File: src/rtl/err_sig_ctrl.sv
// err_sig_ctrl - CAN-XL transmit-path error-signalling controller.
// Collects error detections, sequences error flag / dominant tolerance /
// delimiter / intermission, and owns TEC/REC fault confinement including
// bus-off recovery.
// Ports:
//   clk, g_rst_n        clock, async active-low reset
//   bit_tick            1-cycle pulse at each bit sample point
//   sampled_bit         bus value at sample point (1 = dominant)
//   tx_active           node is transmitter of the current frame
//   bt/stf/crc/frm/ack_err  error detections
//   tx_success, rx_success  error-free frame pulses
//   err_bus_drv         value driven onto the bus (1 = dominant)
//   act/psv_err_flg_tx  active/passive error flag in progress
//   cons_zero_flg       waiting for first recessive after the flag
//   ovld_err_ifs_tx     delimiter or intermission in progress
//   err_state           00 active, 01 passive, 10 bus-off
//   tec, rec            error counters
//   err_busy            sequencer not idle
module err_sig_ctrl #(
  parameter int FLAG_LEN  = 6,
  parameter int DELIM_LEN = 8,
  parameter int IFS_LEN   = 3,
  parameter int PSV_LIM   = 128,
  parameter int BOFF_LIM  = 256,
  parameter int RECOV_SEQ = 128
) (
  input  logic       clk,
  input  logic       g_rst_n,
  input  logic       bit_tick,
  input  logic       sampled_bit,
  input  logic       tx_active,
  input  logic       bt_err,
  input  logic       stf_err,
  input  logic       crc_err,
  input  logic       frm_err,
  input  logic       ack_err,
  input  logic       tx_success,
  input  logic       rx_success,
  output logic       err_bus_drv,
  output logic       act_err_flg_tx,
  output logic       psv_err_flg_tx,
  output logic       cons_zero_flg,
  output logic       ovld_err_ifs_tx,
  output logic [1:0] err_state,
  output logic [8:0] tec,
  output logic [7:0] rec,
  output logic       err_busy
);

  localparam logic [1:0] ES_ACT  = 2'b00;
  localparam logic [1:0] ES_PSV  = 2'b01;
  localparam logic [1:0] ES_BOFF = 2'b10;
  localparam int SW = $clog2(RECOV_SEQ + 1);
  localparam logic [7:0]    FLAG_LAST  = 8'(FLAG_LEN - 1);
  localparam logic [7:0]    DELIM_LAST = 8'(DELIM_LEN - 1);
  localparam logic [7:0]    IFS_LAST   = 8'(IFS_LEN - 1);
  localparam logic [SW-1:0] SEQ_LAST   = SW'(RECOV_SEQ - 1);
  localparam logic [9:0]    BOFF_L     = 10'(BOFF_LIM);
  localparam logic [9:0]    PSV_L      = 10'(PSV_LIM);

  typedef enum logic [2:0] {S_IDLE, S_FLAG, S_WAIT, S_DELIM, S_IFS, S_BOFF} st_t;

  st_t           st, st_nxt;
  logic [7:0]    cnt, cnt_nxt;     // bit counter, meaning depends on state
  logic [SW-1:0] seq, seq_nxt;     // 11-recessive sequences seen in bus-off
  logic          pend, pend_ack, flag_psv;
  logic          start_flag, dom8, recover;
  logic [8:0]    tec_nxt;
  logic [7:0]    rec_nxt;
  logic [1:0]    es_nxt;
  logic [9:0]    tec_p8;
  logic [8:0]    rec_p8, rec_p1;

  wire err_any = bt_err | stf_err | crc_err | frm_err | ack_err;
  // an error in the tick cycle itself is honoured together with any pending one
  wire err_now = pend | err_any;
  wire ack_now = pend_ack | ack_err;

  // ---- state register ----
  always_ff @(posedge clk or negedge g_rst_n) begin
    if (!g_rst_n) begin
      st  <= S_IDLE;
      cnt <= '0;
      seq <= '0;
    end else begin
      st  <= st_nxt;
      cnt <= cnt_nxt;
      seq <= seq_nxt;
    end
  end

  // ---- next-state ----
  always_comb begin
    st_nxt     = st;
    cnt_nxt    = cnt;
    seq_nxt    = seq;
    start_flag = 1'b0;
    dom8       = 1'b0;
    recover    = 1'b0;
    if (bit_tick) begin
      if (err_state == ES_BOFF && st != S_BOFF) begin
        // bus-off aborts whatever sequence is running
        st_nxt  = S_BOFF;
        cnt_nxt = '0;
        seq_nxt = '0;
      end else begin
        case (st)
          S_IDLE:  if (err_now) start_flag = 1'b1;
          S_FLAG:
            if (cnt == FLAG_LAST) begin
              st_nxt  = S_WAIT;
              cnt_nxt = '0;
            end else cnt_nxt = cnt + 8'd1;
          S_WAIT:
            if (sampled_bit) begin
              // cnt tracks consecutive dominant bits, penalty every 8th
              if (cnt == 8'd7) begin
                dom8    = 1'b1;
                cnt_nxt = '0;
              end else cnt_nxt = cnt + 8'd1;
            end else begin
              st_nxt  = S_DELIM;   // this recessive bit is delimiter bit 1
              cnt_nxt = 8'd1;
            end
          S_DELIM:
            if (sampled_bit || err_now) start_flag = 1'b1;
            else if (cnt == DELIM_LAST) begin
              st_nxt  = S_IFS;
              cnt_nxt = '0;
            end else cnt_nxt = cnt + 8'd1;
          S_IFS:
            if (cnt == IFS_LAST) begin
              st_nxt  = S_IDLE;
              cnt_nxt = '0;
            end else cnt_nxt = cnt + 8'd1;
          S_BOFF:
            if (sampled_bit) cnt_nxt = '0;
            else if (cnt == 8'd10) begin
              cnt_nxt = '0;
              if (seq == SEQ_LAST) begin
                recover = 1'b1;
                st_nxt  = S_IDLE;
                seq_nxt = '0;
              end else seq_nxt = seq + 1'b1;
            end else cnt_nxt = cnt + 8'd1;
          default: st_nxt = S_IDLE;
        endcase
        if (start_flag) begin
          st_nxt  = S_FLAG;
          cnt_nxt = '0;
        end
      end
    end
  end

  // ---- outputs (decoded from registered state) ----
  always_comb begin
    act_err_flg_tx  = (st == S_FLAG) && !flag_psv;
    psv_err_flg_tx  = (st == S_FLAG) &&  flag_psv;
    err_bus_drv     = act_err_flg_tx;
    cons_zero_flg   = (st == S_WAIT);
    ovld_err_ifs_tx = (st == S_DELIM) || (st == S_IFS);
    err_busy        = (st != S_IDLE);
  end

  // ---- fault confinement counters ----
  always_comb begin
    tec_p8  = {1'b0, tec} + 10'd8;
    rec_p8  = {1'b0, rec} + 9'd8;
    rec_p1  = {1'b0, rec} + 9'd1;
    tec_nxt = tec;
    rec_nxt = rec;
    if (recover) begin
      tec_nxt = '0;
      rec_nxt = '0;
    end else if (start_flag) begin
      if (tx_active) begin
        if (!(ack_now && err_state == ES_PSV))
          tec_nxt = tec_p8[9] ? 9'h1FF : tec_p8[8:0];
      end else rec_nxt = rec_p1[8] ? 8'hFF : rec_p1[7:0];
    end else if (dom8) begin
      if (tx_active) tec_nxt = tec_p8[9] ? 9'h1FF : tec_p8[8:0];
      else           rec_nxt = rec_p8[8] ? 8'hFF : rec_p8[7:0];
    end else if (!err_any && err_state != ES_BOFF) begin
      // success is dropped whenever an error lands in the same cycle
      if (tx_success && tec != 9'd0) tec_nxt = tec - 9'd1;
      if (rx_success) begin
        if (rec > 8'd127)     rec_nxt = 8'd119;
        else if (rec != 8'd0) rec_nxt = rec - 8'd1;
      end
    end
    if ({1'b0, tec_nxt} >= BOFF_L)                                es_nxt = ES_BOFF;
    else if ({1'b0, tec_nxt} >= PSV_L || {2'b0, rec_nxt} >= PSV_L) es_nxt = ES_PSV;
    else                                                          es_nxt = ES_ACT;
  end

  always_ff @(posedge clk or negedge g_rst_n) begin
    if (!g_rst_n) begin
      tec       <= '0;
      rec       <= '0;
      err_state <= ES_ACT;
      pend      <= 1'b0;
      pend_ack  <= 1'b0;
      flag_psv  <= 1'b0;
    end else begin
      tec       <= tec_nxt;
      rec       <= rec_nxt;
      err_state <= es_nxt;
      // flag type is frozen at flag start; later state changes wait for the next flag
      if (start_flag) flag_psv <= (err_state == ES_PSV);
      if (bit_tick) begin
        pend     <= 1'b0;
        pend_ack <= 1'b0;
      end else if ((st == S_IDLE || st == S_DELIM) && err_any) begin
        pend     <= 1'b1;
        pend_ack <= pend_ack | ack_err;
      end
    end
  end

endmodule
File: config.mk
export PLATFORM = sky130hd
export DESIGN_NAME = err_sig_ctrl
export DESIGN_NICKNAME = d
export VERILOG_FILES = /design/src/rtl/err_sig_ctrl.sv
export SDC_FILE = /design/constraint.sdc
export NUM_CORES = 1
export LEC_CHECK = 0
export CORE_MARGIN = 3
export CORE_UTILIZATION = 52
export DETAILED_ROUTE_END_ITERATION = 12
export PLACE_DENSITY = 0.87
export SYNTH_ARGS = -nofsm -noshare
export SYNTH_HDL_FRONTEND = slang
export SYNTH_SLANG_ARGS = --single-unit
File: constraint.sdc
create_clock -name clk -period 2.4 [get_ports clk]
set_input_delay 0.24 -clock clk [delete_from_list [all_inputs] [get_ports clk]]
set_output_delay 0.24 -clock clk [all_outputs]
set_load 0.02 [all_outputs]
==> qor_table.md <==
| Stage | Metric | Value |
| --- | --- | --- |
| run status | Result of the run | finished with violations |
| run status | Violations in the final reports | hold timing, setup timing |
| clock tree | Clock transition at path regs | 0.09 ns |
| layout | Final antenna diode count | 0 |
| power and ir drop | Net switching share of the total power | 39.1% |
| timing | Number of endpoints with negative hold slack in the final report | 12 |
| global route | GR Layer Usage met2 | 43.9% |
| synth | Synthesis-stage register bit count | 40 |
| timing | Min Clock Period, post-route | 2.43 ns |
| power and ir drop | Pwr Density | 590 mW/mm^2 |
| synth | FFs w/ async S/R, synth | 100% |
| critical path | Library cell contributing the largest single delay on the critical path | sky130_fd_sc_hd__dfrtp_2 |
| floorplanning | Y dimension of the die | 86.4 um |
| route | Number of DRC violations after detailed-routing iteration 0 | 314 |
| clock tree | Count of hold buffers inserted by post-cts repair | 0 |
| synth | Most frequent cell after synthesis | sky130_fd_sc_hd__nand2_1 |
| clock tree | Clock Sink Count | 40 |
| clock tree | Clock buffer count from CTS | 5 |
| synth | Mean instance size in the synthesized netlist | 7.62 um^2 |
| critical path | Critical path, cell by cell | or3_4 > or3_4 > o41ai_4 > buf_4 > nor4_2 > a211oi_1 > a21oi_1 > a211oi_2 |
| critical path | Number of buffer and inverter instances along the worst setup path | 1 |
| layout | Fraction of layout cells with a size suffix above 1 | 18.3% |
| global route | Number of global-route vias before repair | 3515 |
| layout | Post-layout nets | 542 |
| timing | Post-route worst setup slack | -0.0294 ns |
| floorplanning | Row count | 28 |
| critical path | Crit path launch type | flip-flop |
| timing | Worst hold slack across all endpoints | -0.0150 ns |
| route | Via/cell ratio | 6.37 |
| synth | Post-synthesis cell type with the largest combined area | sky130_fd_sc_hd__dfrtp_1 |
| floorplanning | Die boundary width | 86.4 um |
| timing | Worst clock skew | 0.0112 ns |
| critical path | Critical path data arrival time | 2.66 ns |
| route | Total number of vias | 3782 |
| layout | Count of fill cells added during filler insertion | 470 |
| layout | Layout-stage area growth over the synthesis result | 29.8% |
| synth | Synth Cell Area | 0.00336 mm^2 |
| place | Number of buffer cells added on primary ports | 36 |
| layout | Area taken by flip-flops and latches | 0.00100 mm^2 |
| clock tree | Clock tree from TritonCTS | built |
| power and ir drop | Clock Power Share | 23.1% |
| synth | Top flip-flop cell by instance count after synthesis | sky130_fd_sc_hd__dfrtp_1 |
| synth | Count of flip-flops with a built-in enable after synthesis | 0 |
| floorplanning | I/O pin total | 37 |
| timing | Final slew viol count | 0 |
| global route | GRT Overall Usage | 27.5% |
| synth | Yosys Warn Count | 0 |
| global route | Routing usage on met3 | 4.09% |
| global route | Global-route wire length before repair | 16600 um |
| place | Last weighted congestion value of the routability-driven placer | 0.942 |
| power and ir drop | Net Sw Power | 0.00101 W |
| timing | Unrepaired setup endpoints after global routing | true |
| power and ir drop | Part of the power in registers | 35.9% |
| timing | Max Freq | 412 MHz |
| route | WL/cell | 16.8 um |
| timing | Setup violations, final | 2 |
| floorplanning | Starting utilization of the core area | 55.1% |
| critical path | Crit Path Category | reg -> reg |
| critical path | Required time reported for the critical path endpoint | 2.63 ns |
| route | Final antenna-violating net count | 0 |
| critical path | Endpoint class of the critical path | flip-flop |
| synth | Number of standard cells after synthesis | 441 |
| power and ir drop | Max IR drop VDD | 420 uV |
| timing | Least-Margin Pin Slew | 0.629 ns |
| critical path | Logic depth of the worst path, buffers included | 8 |
| clock tree | Number of H-tree levels | 2 |
| timing | Normalized max-slew margin | 57.6% |
| route | # DRC | 0 |
| clock tree | Clock Root Buffer | sky130_fd_sc_hd__clkbuf_8 |
| layout | Final instance count without filler cells | 594 |
| global route | Antenna violations before repair | 0 |
| synth | Synthesized Nets | 465 |
| clock tree | Clk_lat worst skew | 0.31 ns |
| critical path | Family with the most delay on the worst path | compound AO/OA/AOI/OAI gates |
| global route | GR peak layer | met2 |
| place | Post-placement cell count | 579 |
| layout | Area taken by multi-input logic gates | 0.00223 mm^2 |
| clock tree | Clock tree buffer depth | 2 |
| route | Number of detailed-routing iterations run before antenna repair | 5 |
| critical path | Cell repeated most along the worst path | sky130_fd_sc_hd__or3_4 |
| power and ir drop | Combinational cell fraction of total power | 41.0% |
| critical path | Worst stage delay on the critical path | 0.42 ns |
| power and ir drop | Leakage power summed over all cells | 1.94 nW |
| global route | Global route overflow | 0 |
| power and ir drop | Final Total Pwr | 0.00257 W |
| synth | Most common library cells after synthesis | sky130_fd_sc_hd__nand2_1, sky130_fd_sc_hd__dfrtp_1, sky130_fd_sc_hd__nor2_1 |
| run | Number of maximum-capacitance constraint violations | 0 |
| route | Final wirelength | 9990 um |
| synth | Synth cell types | 69 |
| timing | Part of the cycle the worst path needs | 101% |
| global route | Largest net degree at the start of global routing | 41 |
| synth | Post-synth top area share | 29.8% |
| place | DPL Wire Length | 7240 um |
| min path | Class of the worst hold path | in -> async |
| power and ir drop | Internal power contribution | 0.00157 W |
| floorplanning | Core area | 0.00610 mm^2 |
| critical path | R2R cell count | 8 |
| synth | Dominant cells by area after synthesis | sky130_fd_sc_hd__dfrtp_1, sky130_fd_sc_hd__a21oi_1, sky130_fd_sc_hd__nand2_1 |
| critical path | Biggest fanout along the worst timing path | 5 |
| synth | Sequential element share of the synthesized area | 29.8% |
| global route | Global-route met1 utilization | 37.6% |
| floorplanning | Die outline area | 0.00746 mm^2 |
==> sequential cells by signal (all words and copies together), names as in the netlist <==
name,flops
cnt,8
st,3
err_state,2
flag_psv,1
rec,8
tec,8
pend,1
pend_ack,1
seq,8
==> cell usage in the layout (no fill, tap or decap), types with 3 or more instances in the layout <==
cell                              instances
sky130_fd_sc_hd__a211o_1                  3
sky130_fd_sc_hd__a211oi_1                 8
sky130_fd_sc_hd__a21o_1                   6
sky130_fd_sc_hd__a21oi_1                 33
sky130_fd_sc_hd__a31oi_1                 10
sky130_fd_sc_hd__and3_1                  10
sky130_fd_sc_hd__buf_4                   60
sky130_fd_sc_hd__clkbuf_8                 5
sky130_fd_sc_hd__clkdlybuf4s50_1         31
sky130_fd_sc_hd__dfrtp_1                 39
sky130_fd_sc_hd__dlymetal6s2s_1           4
sky130_fd_sc_hd__ha_1                    12
sky130_fd_sc_hd__inv_1                   23
sky130_fd_sc_hd__mux2i_1                  4
sky130_fd_sc_hd__nand2_1                 44
sky130_fd_sc_hd__nand2b_1                 5
sky130_fd_sc_hd__nand3_1                 24
sky130_fd_sc_hd__nand4_1                 11
sky130_fd_sc_hd__nor2_1                  34
sky130_fd_sc_hd__nor2b_1                  9
sky130_fd_sc_hd__nor3_1                  20
sky130_fd_sc_hd__nor3b_1                  3
sky130_fd_sc_hd__nor4_1                   4
sky130_fd_sc_hd__o21ai_0                 25
sky130_fd_sc_hd__o21ai_1                  8
sky130_fd_sc_hd__o21ai_2                  3
sky130_fd_sc_hd__o31ai_1                  7
sky130_fd_sc_hd__or3_1                    4
==> final timing paths <==
kind | startpoint | to | slack (ns)
min in group clk | seq[3] | seq[3] | 0.51
hold / removal | g_rst_n | tec[6] | -0.02
max in group asynchronous | g_rst_n | tec[6] | 2.04
hold reg to reg | seq[3] | seq[3] | 0.51
setup / recovery | tec[6] | err_state[0] | -0.03
setup reg to reg | tec[6] | err_state[0] | -0.03
==> logic make-up (layout without fill, tap and decap cells) <==
logic type	Yosys count	in the layout	share of synthesized area [%]
XOR/XNOR	4	4	1.04
AND/OR/NAND/NOR	199	199	31.6
flip-flops	40	40	29.8
multiplexers	5	5	1.53
buffers and inverters	50	128	6.14
AO/OA/AOI/OAI	131	131	25.5
adder cells (fa/ha/maj)	12	12	4.47
==> through the flow <==
stage	TNS, ns	instance area [um^2]	util [%]	worst slack, ns
2_1_floorplan	-0.0948	3370	-	-0.0643
3_3_place_gp	-0.809	4120	67.7	-0.147
3_5_place_dp	-1.53	4120	67.7	-0.211
4_1_cts	0	4250	69.7	0.00130
5_1_grt	-0.235	4360	71.6	-0.0806
6_report	-0.0298	4360	71.6	-0.0294
==> cell type report <==
class                      count  area share [%]
clock inverter                 3            1.09
inverter                      23            1.98
multi-input combinational    351            51.1
clock buffer                   5            1.58
sequential                    40            23.0
tap                           75            2.15
timing repair buffer          97            19.2
==> power groups by stage <==
| stage | clock [W] | sequential (W) | combinational [W] |
|---|---|---|---|
| floorplan | 0 | 0.000985 | 0.000549 |
| global placement | 0 | 0.000922 | 0.000991 |
| detailed placement | 0 | 0.000925 | 0.00102 |
| CTS | 0.000597 | 0.000913 | 0.00103 |
| global route | 0.000627 | 0.000941 | 0.00116 |
| finish | 0.000593 | 0.000924 | 0.00105 |
==> metal layers <==
layer	part of all wire [%]	vias up
met1	44	1781
met3	7.3	24
li1	-	1791
met2	47	186
met4	1.7	0
met5	0	-
==> what timing repair did <==
item,CTS,global route
endpoints found under the setup margin,3,26
setup buffers,0,7
pin swaps,0,4
gates resized for setup,2,14
(Power assumes the default switching activity.)
